[config.mk]
export PLATFORM = sky130hd
export DESIGN_NAME = ikaopll_mixer
export DESIGN_NICKNAME = d
export VERILOG_FILES = /design/src/rtl/ikaopll_mixer.sv
export SDC_FILE = /design/constraint.sdc
export NUM_CORES = 1
export LEC_CHECK = 0
export CORE_AREA = 3 3 136 138
export DETAILED_ROUTE_END_ITERATION = 8
export DIE_AREA = 0 0 139 141
export PLACE_DENSITY_LB_ADDON = 0.05
export SLEW_MARGIN = 30
export SYNTH_ARGS = -nofsm -noshare
export SYNTH_HDL_FRONTEND = slang
export SYNTH_SLANG_ARGS = --single-unit
[constraint.sdc]
create_clock -name i_EMUCLK -period 12.4 [get_ports i_EMUCLK]
set_input_delay 1.86 -clock i_EMUCLK [delete_from_list [all_inputs] [get_ports i_EMUCLK]]
set_output_delay 1.86 -clock i_EMUCLK [all_outputs]
set_load 0.02 [all_outputs]
[src/rtl/ikaopll_mixer.sv]
// ikaopll_mixer
//   Output mixer behind the operator DAC. Sums the per-slot signed melodic and
//   rhythm impulses over one sample frame (frame edge = slot edge with
//   i_CYCLE_00 high), saturates each frame total to 16 bits, optionally
//   DC-blocks it, and queues it in a small FIFO drained by valid/ready.
//
//   Build option: define IKAOPLL_MIXER_DCBLOCK_EN to insert the DC-blocker
//   stage (adds one edge of latency). Without it the saturated frame total is
//   written straight into the FIFO.
//
// Ports
//   i_EMUCLK             master clock, all state on its rising edge
//   i_RST                synchronous active-high reset
//   i_phi1_NCEN_n        slot-rate enable, active low
//   i_CYCLE_00           frame-boundary marker (valid on slot edges only)
//   i_IMP_FLUC_SIGNED_MO signed melodic impulse for the current slot
//   i_IMP_FLUC_SIGNED_RO signed rhythm impulse for the current slot
//   o_SAMPLE             head-of-FIFO sample (last popped value when empty)
//   o_VALID              FIFO not empty
//   i_READY              consumer accepts o_SAMPLE when o_VALID is high
//   o_FIFO_LEVEL         FIFO occupancy, 0..FIFO_DEPTH
//   o_CLIP               sticky, a sample was saturated
//   o_OVERRUN            sticky, a sample was dropped on a full FIFO
module ikaopll_mixer #(
   parameter int FIFO_DEPTH = 4,
   parameter int MO_SHIFT   = 0,
   parameter int RO_SHIFT   = 1
) (
   input  logic               i_EMUCLK,
   input  logic               i_RST,
   input  logic               i_phi1_NCEN_n,
   input  logic               i_CYCLE_00,
   input  logic signed [9:0]  i_IMP_FLUC_SIGNED_MO,
   input  logic signed [9:0]  i_IMP_FLUC_SIGNED_RO,
   output logic signed [15:0] o_SAMPLE,
   output logic               o_VALID,
   input  logic               i_READY,
   output logic        [4:0]  o_FIFO_LEVEL,
   output logic               o_CLIP,
   output logic               o_OVERRUN
);
   localparam int         PW         = (FIFO_DEPTH > 1) ? $clog2(FIFO_DEPTH) : 1;
   localparam logic [4:0] FULL_LEVEL = 5'(FIFO_DEPTH);

   // ---------------------------------------------------------------- accumulate
   logic               slot_edge, boundary;
   logic signed [20:0] mo_ext, ro_ext, slot_in;
   logic signed [20:0] acc, tot_q;
   logic               armed, tot_vld;

   assign slot_edge = ~i_phi1_NCEN_n;
   assign boundary  = slot_edge & i_CYCLE_00;
   assign mo_ext    = {{11{i_IMP_FLUC_SIGNED_MO[9]}}, i_IMP_FLUC_SIGNED_MO};
   assign ro_ext    = {{11{i_IMP_FLUC_SIGNED_RO[9]}}, i_IMP_FLUC_SIGNED_RO};
   assign slot_in   = (mo_ext <<< MO_SHIFT) + (ro_ext <<< RO_SHIFT);

   always_ff @(posedge i_EMUCLK) begin
      if (i_RST) begin
         acc     <= '0;
         tot_q   <= '0;
         armed   <= 1'b0;
         tot_vld <= 1'b0;
      end else begin
         // NOTE: non-blocking assignments so every register samples the
         // pre-edge value of acc; the frame total must not see this edge's input.
         tot_vld <= boundary & armed;
         if (boundary) begin
            tot_q <= acc;
            acc   <= slot_in;      // this edge's input opens the new frame
            armed <= 1'b1;         // first boundary only arms; partial frame dropped
         end else if (slot_edge) begin
            acc <= acc + slot_in;
         end
      end
   end

   // ---------------------------------------------------------------- saturate
   logic signed [15:0] sat_val;
   logic               sat_clip;

   always_comb begin
      // NOTE: defaults first so no path leaves a variable unassigned (no latch).
      sat_val  = tot_q[15:0];
      sat_clip = 1'b0;
      if (tot_q > 21'sd32767) begin
         sat_val  = 16'sh7fff;
         sat_clip = 1'b1;
      end else if (tot_q < -21'sd32768) begin
         sat_val  = 16'sh8000;
         sat_clip = 1'b1;
      end
   end

   // ---------------------------------------------------------------- DC blocker
   logic               push, push_clip;
   logic signed [15:0] push_data;

`ifdef IKAOPLL_MIXER_DCBLOCK_EN
   logic signed [15:0] x_prev, y_prev, dc_q, dc_y;
   logic signed [23:0] dc_sum;
   logic               dc_ovf, dc_vld, dc_clip_q;

   // y = x - x_prev + y_prev - (y_prev >>> 8), widened so no intermediate wraps
   always_comb begin
      dc_sum = 24'(sat_val) - 24'(x_prev) + 24'(y_prev) - (24'(y_prev) >>> 8);
      dc_y   = dc_sum[15:0];
      dc_ovf = 1'b0;
      if (dc_sum > 24'sd32767) begin
         dc_y   = 16'sh7fff;
         dc_ovf = 1'b1;
      end else if (dc_sum < -24'sd32768) begin
         dc_y   = 16'sh8000;
         dc_ovf = 1'b1;
      end
   end

   always_ff @(posedge i_EMUCLK) begin
      if (i_RST) begin
         x_prev    <= '0;
         y_prev    <= '0;
         dc_q      <= '0;
         dc_vld    <= 1'b0;
         dc_clip_q <= 1'b0;
      end else begin
         dc_vld <= tot_vld;
         if (tot_vld) begin
            dc_q      <= dc_y;
            dc_clip_q <= sat_clip | dc_ovf;   // clip reported when the sample lands
            x_prev    <= sat_val;
            y_prev    <= dc_y;
         end
      end
   end

   assign push      = dc_vld;
   assign push_data = dc_q;
   assign push_clip = dc_clip_q;
`else
   assign push      = tot_vld;
   assign push_data = sat_val;
   assign push_clip = sat_clip;
`endif

   // ---------------------------------------------------------------- FIFO
   logic signed [15:0] mem [FIFO_DEPTH];
   logic [PW-1:0]      rd_ptr, wr_ptr, rd_ptr_inc;
   logic [4:0]         level, level_nxt;
   logic               pop, full, do_push, drop;
   logic signed [15:0] head_nxt;

   assign rd_ptr_inc   = rd_ptr + PW'(1);
   assign pop          = o_VALID & i_READY;
   assign full         = (level == FULL_LEVEL);
   assign do_push      = push & (~full | pop);   // a pop frees the slot this edge
   assign drop         = push & full & ~pop;
   assign o_FIFO_LEVEL = level;

   // o_SAMPLE is registered, so the head after this edge is computed here:
   // pop first, then push, then level.
   always_comb begin
      level_nxt = level;
      if (pop)     level_nxt = level_nxt - 5'd1;
      if (do_push) level_nxt = level_nxt + 5'd1;
      head_nxt = o_SAMPLE;
      if (pop && (level > 5'd1))
         head_nxt = mem[rd_ptr_inc];
      else if (do_push && ((level == 5'd0) || pop))
         head_nxt = push_data;           // new entry becomes the head
   end

   // NOTE: storage is deliberately not reset; pointers and level define what
   // is valid, and leaving the array out of reset keeps it a plain RAM.
   always_ff @(posedge i_EMUCLK) begin
      if (do_push) mem[wr_ptr] <= push_data;
   end

   always_ff @(posedge i_EMUCLK) begin
      if (i_RST) begin
         rd_ptr    <= '0;
         wr_ptr    <= '0;
         level     <= '0;
         o_VALID   <= 1'b0;
         o_SAMPLE  <= '0;
         o_CLIP    <= 1'b0;
         o_OVERRUN <= 1'b0;
      end else begin
         if (pop)     rd_ptr <= rd_ptr_inc;
         if (do_push) wr_ptr <= wr_ptr + PW'(1);
         level    <= level_nxt;
         o_VALID  <= (level_nxt != 5'd0);
         o_SAMPLE <= head_nxt;
         if (push && push_clip) o_CLIP    <= 1'b1;
         if (drop)              o_OVERRUN <= 1'b1;
      end
   end

endmodule

==> results of run 1 <==
==> per-stage QoR <==
| stage | util [%] | hold WS [ps] |
|---|---|---|
| after floorplan | - | 432 |
| after global placement | 44.1 | 443 |
| after detailed placement | 44.1 | 449 |
| after CTS | 47.5 | 457 |
| after global routing | 47.5 | 484 |
| final | 47.5 | 460 |
==> where the power goes <==
group / internal, W / leakage [nW] / switching [W]
sequential: 0.000511 / 1.17 / 0.0000383
clock: 0.000323 / 0.292 / 0.000176
combinational: 0.000178 / 1.70 / 0.000227
==> kinds of logic after synthesis <==
kind of cell               count (synthesis)  synth area share [%]
adders and majority gates                 42                  7.80
DFF                                      136                  48.6
buffers and inverters                     46                  2.58
muxes                                     37                  8.24
and+or+nand+nor                          192                  12.9
xor gates and xnor gates                  35                  4.43
AOI/OAI and AO/OA                        160                  15.5
==> synth_stat cells, drive strengths merged, types with 11 or more instances <==
| master | n | share of area (%) |
|---|---|---|
| mux4 | 16 | 5.2 |
| edfxtp | 64 | 28 |
| a21o | 23 | 2.5 |
| clkbuf | 28 | 1.5 |
| mux2i | 21 | 3.0 |
| nand3 | 11 | 0.79 |
| nor2 | 73 | 4.0 |
| inv | 14 | 0.76 |
| a21oi | 74 | 5.8 |
| xor2 | 17 | 2.1 |
| ha | 40 | 7.2 |
| o21ai | 22 | 1.6 |
| dfxtp | 72 | 21 |
| xnor2 | 18 | 2.3 |
| nand2 | 60 | 3.3 |
==> sequential cells by signal, indices dropped and copies added, names as in the netlist <==
register and count:
acc 21, o_CLIP 1, armed 1, push 1, o_OVERRUN 1, rd_ptr 2, tot_q 21, o_VALID 1
o_SAMPLE 16, o_FIFO_LEVEL 5, wr_ptr 2, mem 64
==> routing by layer <==
metal	vias up	share of wire (%)	GRT usage, %	wire length (um)
li1	2448	-	-	-
met1	2294	48	20.8	7260
met3	15	2.9	3.46	437
met4	0	1.3	5.25	199
met2	75	48	27.1	7180
met5	-	0	0	0
==> cells in the final DEF (no fill, tap or decap), drive strengths merged, types with 4 or more instances in the layout <==
cell type and n:
a21oi 74, o21bai 5, xnor2 18, edfxtp 64
and2 7, buf 8, nand2b 4, a31oi 5
o21ai 22, o211a 8, clkdlybuf4s50 47, inv 14
dfxtp 72, clkbuf 21, and3 6, xor2 17
nor3 10, nor2 73, mux2i 21, nand2 60
nand3 11, clkinv 7, nand4 6, mux4 16
a21o 23, ha 40
==> final cells by class <==
class	instances	area [um2]
clock buffers	21	460
clock inverters	10	126
fillers	1580	9090
inverters	14	52.6
multi-input cells	466	3400
flip-flops and latches	136	3360
well taps	225	282
repair buffers	55	528
==> tightest hold or removal path: cells and delay by family (launching register included) <==
family             cells  cell delay (ps)
and+or+nand+nor        1               50
DFF                    1              310
AOI/OAI and AO/OA      1               50
==> worst max path at each step <==
| stage | from | endpoint |
|---|---|---|
| finish | i_IMP_FLUC_SIGNED_MO[2] | acc[17]$_SDFFE_PP0P_ |
| global route | i_IMP_FLUC_SIGNED_MO[1] | acc[17]$_SDFFE_PP0P_ |
| CTS | i_IMP_FLUC_SIGNED_MO[1] | acc[17]$_SDFFE_PP0P_ |
| detailed placement | i_IMP_FLUC_SIGNED_MO[1] | acc[17]$_SDFFE_PP0P_ |
| global placement | i_IMP_FLUC_SIGNED_MO[1] | acc[17]$_SDFFE_PP0P_ |
| floorplan | i_IMP_FLUC_SIGNED_MO[1] | acc[20]$_SDFFE_PP0P_ |
==> impl_results.md, run 1 <==
* Hold depth at 2
* PortBufs at 48
* Critical-path top delay cell: or4b_1
* Worst flop-to-flop path startpoint: acc[0]$_SDFFE_PP0P_
* Synth cell types at 62
* Status: completed
* DRC at 0
* Finished Layout Cells at slightly above 900
* Placed inst area at ~7600 um2
* Wire length per cell at 16.3 um
* Delay-heaviest family, CP: compound AO/OA/AOI/OAI gates
* Dominant synthesized flop cell: dfxtp_1
* Drt total wl at 15.1 mm
* Final instance area at slightly above 8000 um2
* CTS resizes at 0
* Worst vdd ir at 0.0000974 V
* Routed Antenna Nets at 0
* # Post-CTS Setup Buffers at 0
* RSZ-0062 raised after global routing: false
* Post-synth EDFFs at 64
* Syn Nets at between 700 and 800
* Layout cells sized above 1 at 9.83%
* Routed vias/inst at 5.21
* Endpoint class of the critical path: flop
* CTS Buf Count at 17
* Setup CP Type: in -> reg
* Achievable frequency at between 0.15 and 0.2 GHz
* Final cycle utilization of the critical path at 45.0%
* First-pass GRT wire length at 25.4 mm
* Max stage delay on crit path at 460 ps
* Final Worst Setup Slack at 6820 ps
* Rel. slew slack at 35.9%
* Clk sinks at ~140
* Largest net degree at the start of global routing at 62
* CP cell instances: clkdlybuf4s50_1, ha_1, a21o_1, a21oi_1, o21bai_1, a311o_1, a21oi_1, xnor2_1, ha_1, a21oi_2, o21ai_2, nor4_4, nand2b_4, a21oi_4, or4b_1, a31o_1, a221oi_2
* Hold Path Origin: tot_q[13]$_SDFFE_PP0P_
* R2R Setup Slk at 9710 ps
* Async S/R FF share, synth at 0%
* R2R depth at 10
* Sink of the worst hold path: tot_q[13]$_SDFFE_PP0P_
* Dpl ws at 6370 ps
* Layout area overhead at 18.6%
* Setup tns final at 0 ps
* Overall Power at between 0.001 and 0.0015 W
* Final setup viols at 0
* Buf+Inv Stages, Crit Path at 1
* Crit path depth at 17
* Core ar. at 17300 um2
* Synth Register Bits at 136
* Syn Area/Cell at 10.7 um2
* Seq/Total Area, Yosys at 48.6%
* Iter 0 DRT Violations at 231
* Worst-Margin Slew at 960 ps
* Startpoint Class: input port
* Reported leakage power at 3.17 nW
* Detail Placement HPWL at between 10 and 15 mm
* Final Hold Viols at 0
* Pre-Repair DR Iteration Count at 4
* Diode count at 0
* Cells after DPL at 896
* Total number of yosys warnings at 0
* Max-cap check violation count at 0
* Worst EP arrival at 5900 ps
* Final Max Slew Viols at 0
* Worst path required time at 12720 ps
* IO Pins at roughly 50
* Global route total overflow at 0
* Post-CTS Hold Buffers at 0
* Mapped Area at just under 7000 um2
* Die span in y at 141 um
* Worst skew pair latency at 410 ps
* Instance count of the mapped netlist at 648
* Root Driver: clkbuf_16
* Die Wd at roughly 140 um
* Bufs on Longest Clock Path at 2
* Minimum clock period at 5580 ps
* Crit Path Max Fanout at 4
* Fin Clk Skew at between 6 and 7 ps
* CTS tree: yes
* PwrDens at 177 nW/um2
* Routed via count at 4832
* H-tree Lvls at 4
* Starting Density at between 40% and 50%
* # rows at 48
* Final nets at 757
* Initial antenna violation count at 0
* Tot GR Track Use at 16.1%
* Reg2reg end: acc[18]$_SDFFE_PP0P_
* Worst-path clk slew at 60 ps
* GPL Wtd Cong at 0.809
* Die ar. at approximately 20000 um2
* Min-Delay Path Class: reg -> reg
* Vias in the first global route at 4923
Note: power is estimated with default switching activity, not from simulation.
==> run 2: changes to the inputs <==
==> constraint.sdc (replaced) <==
create_clock -name i_EMUCLK -period 5.7 [get_ports i_EMUCLK]
set_input_delay 0.855 -clock i_EMUCLK [delete_from_list [all_inputs] [get_ports i_EMUCLK]]
set_output_delay 0.855 -clock i_EMUCLK [all_outputs]
set_load 0.02 [all_outputs]
==> results of run 2 <==
The final DEF is identical to that of run 1. Status: completed.
Among the figures that moved: setup slack after placement 6370 ps -> 674 ps; setup slack after layout 6820 ps -> 1120 ps; register-to-register setup slack 9710 ps -> 3010 ps; total power 0.00145 W -> 0.00316 W; worst IR drop on VDD 0.0000974 V -> 0.000212 V
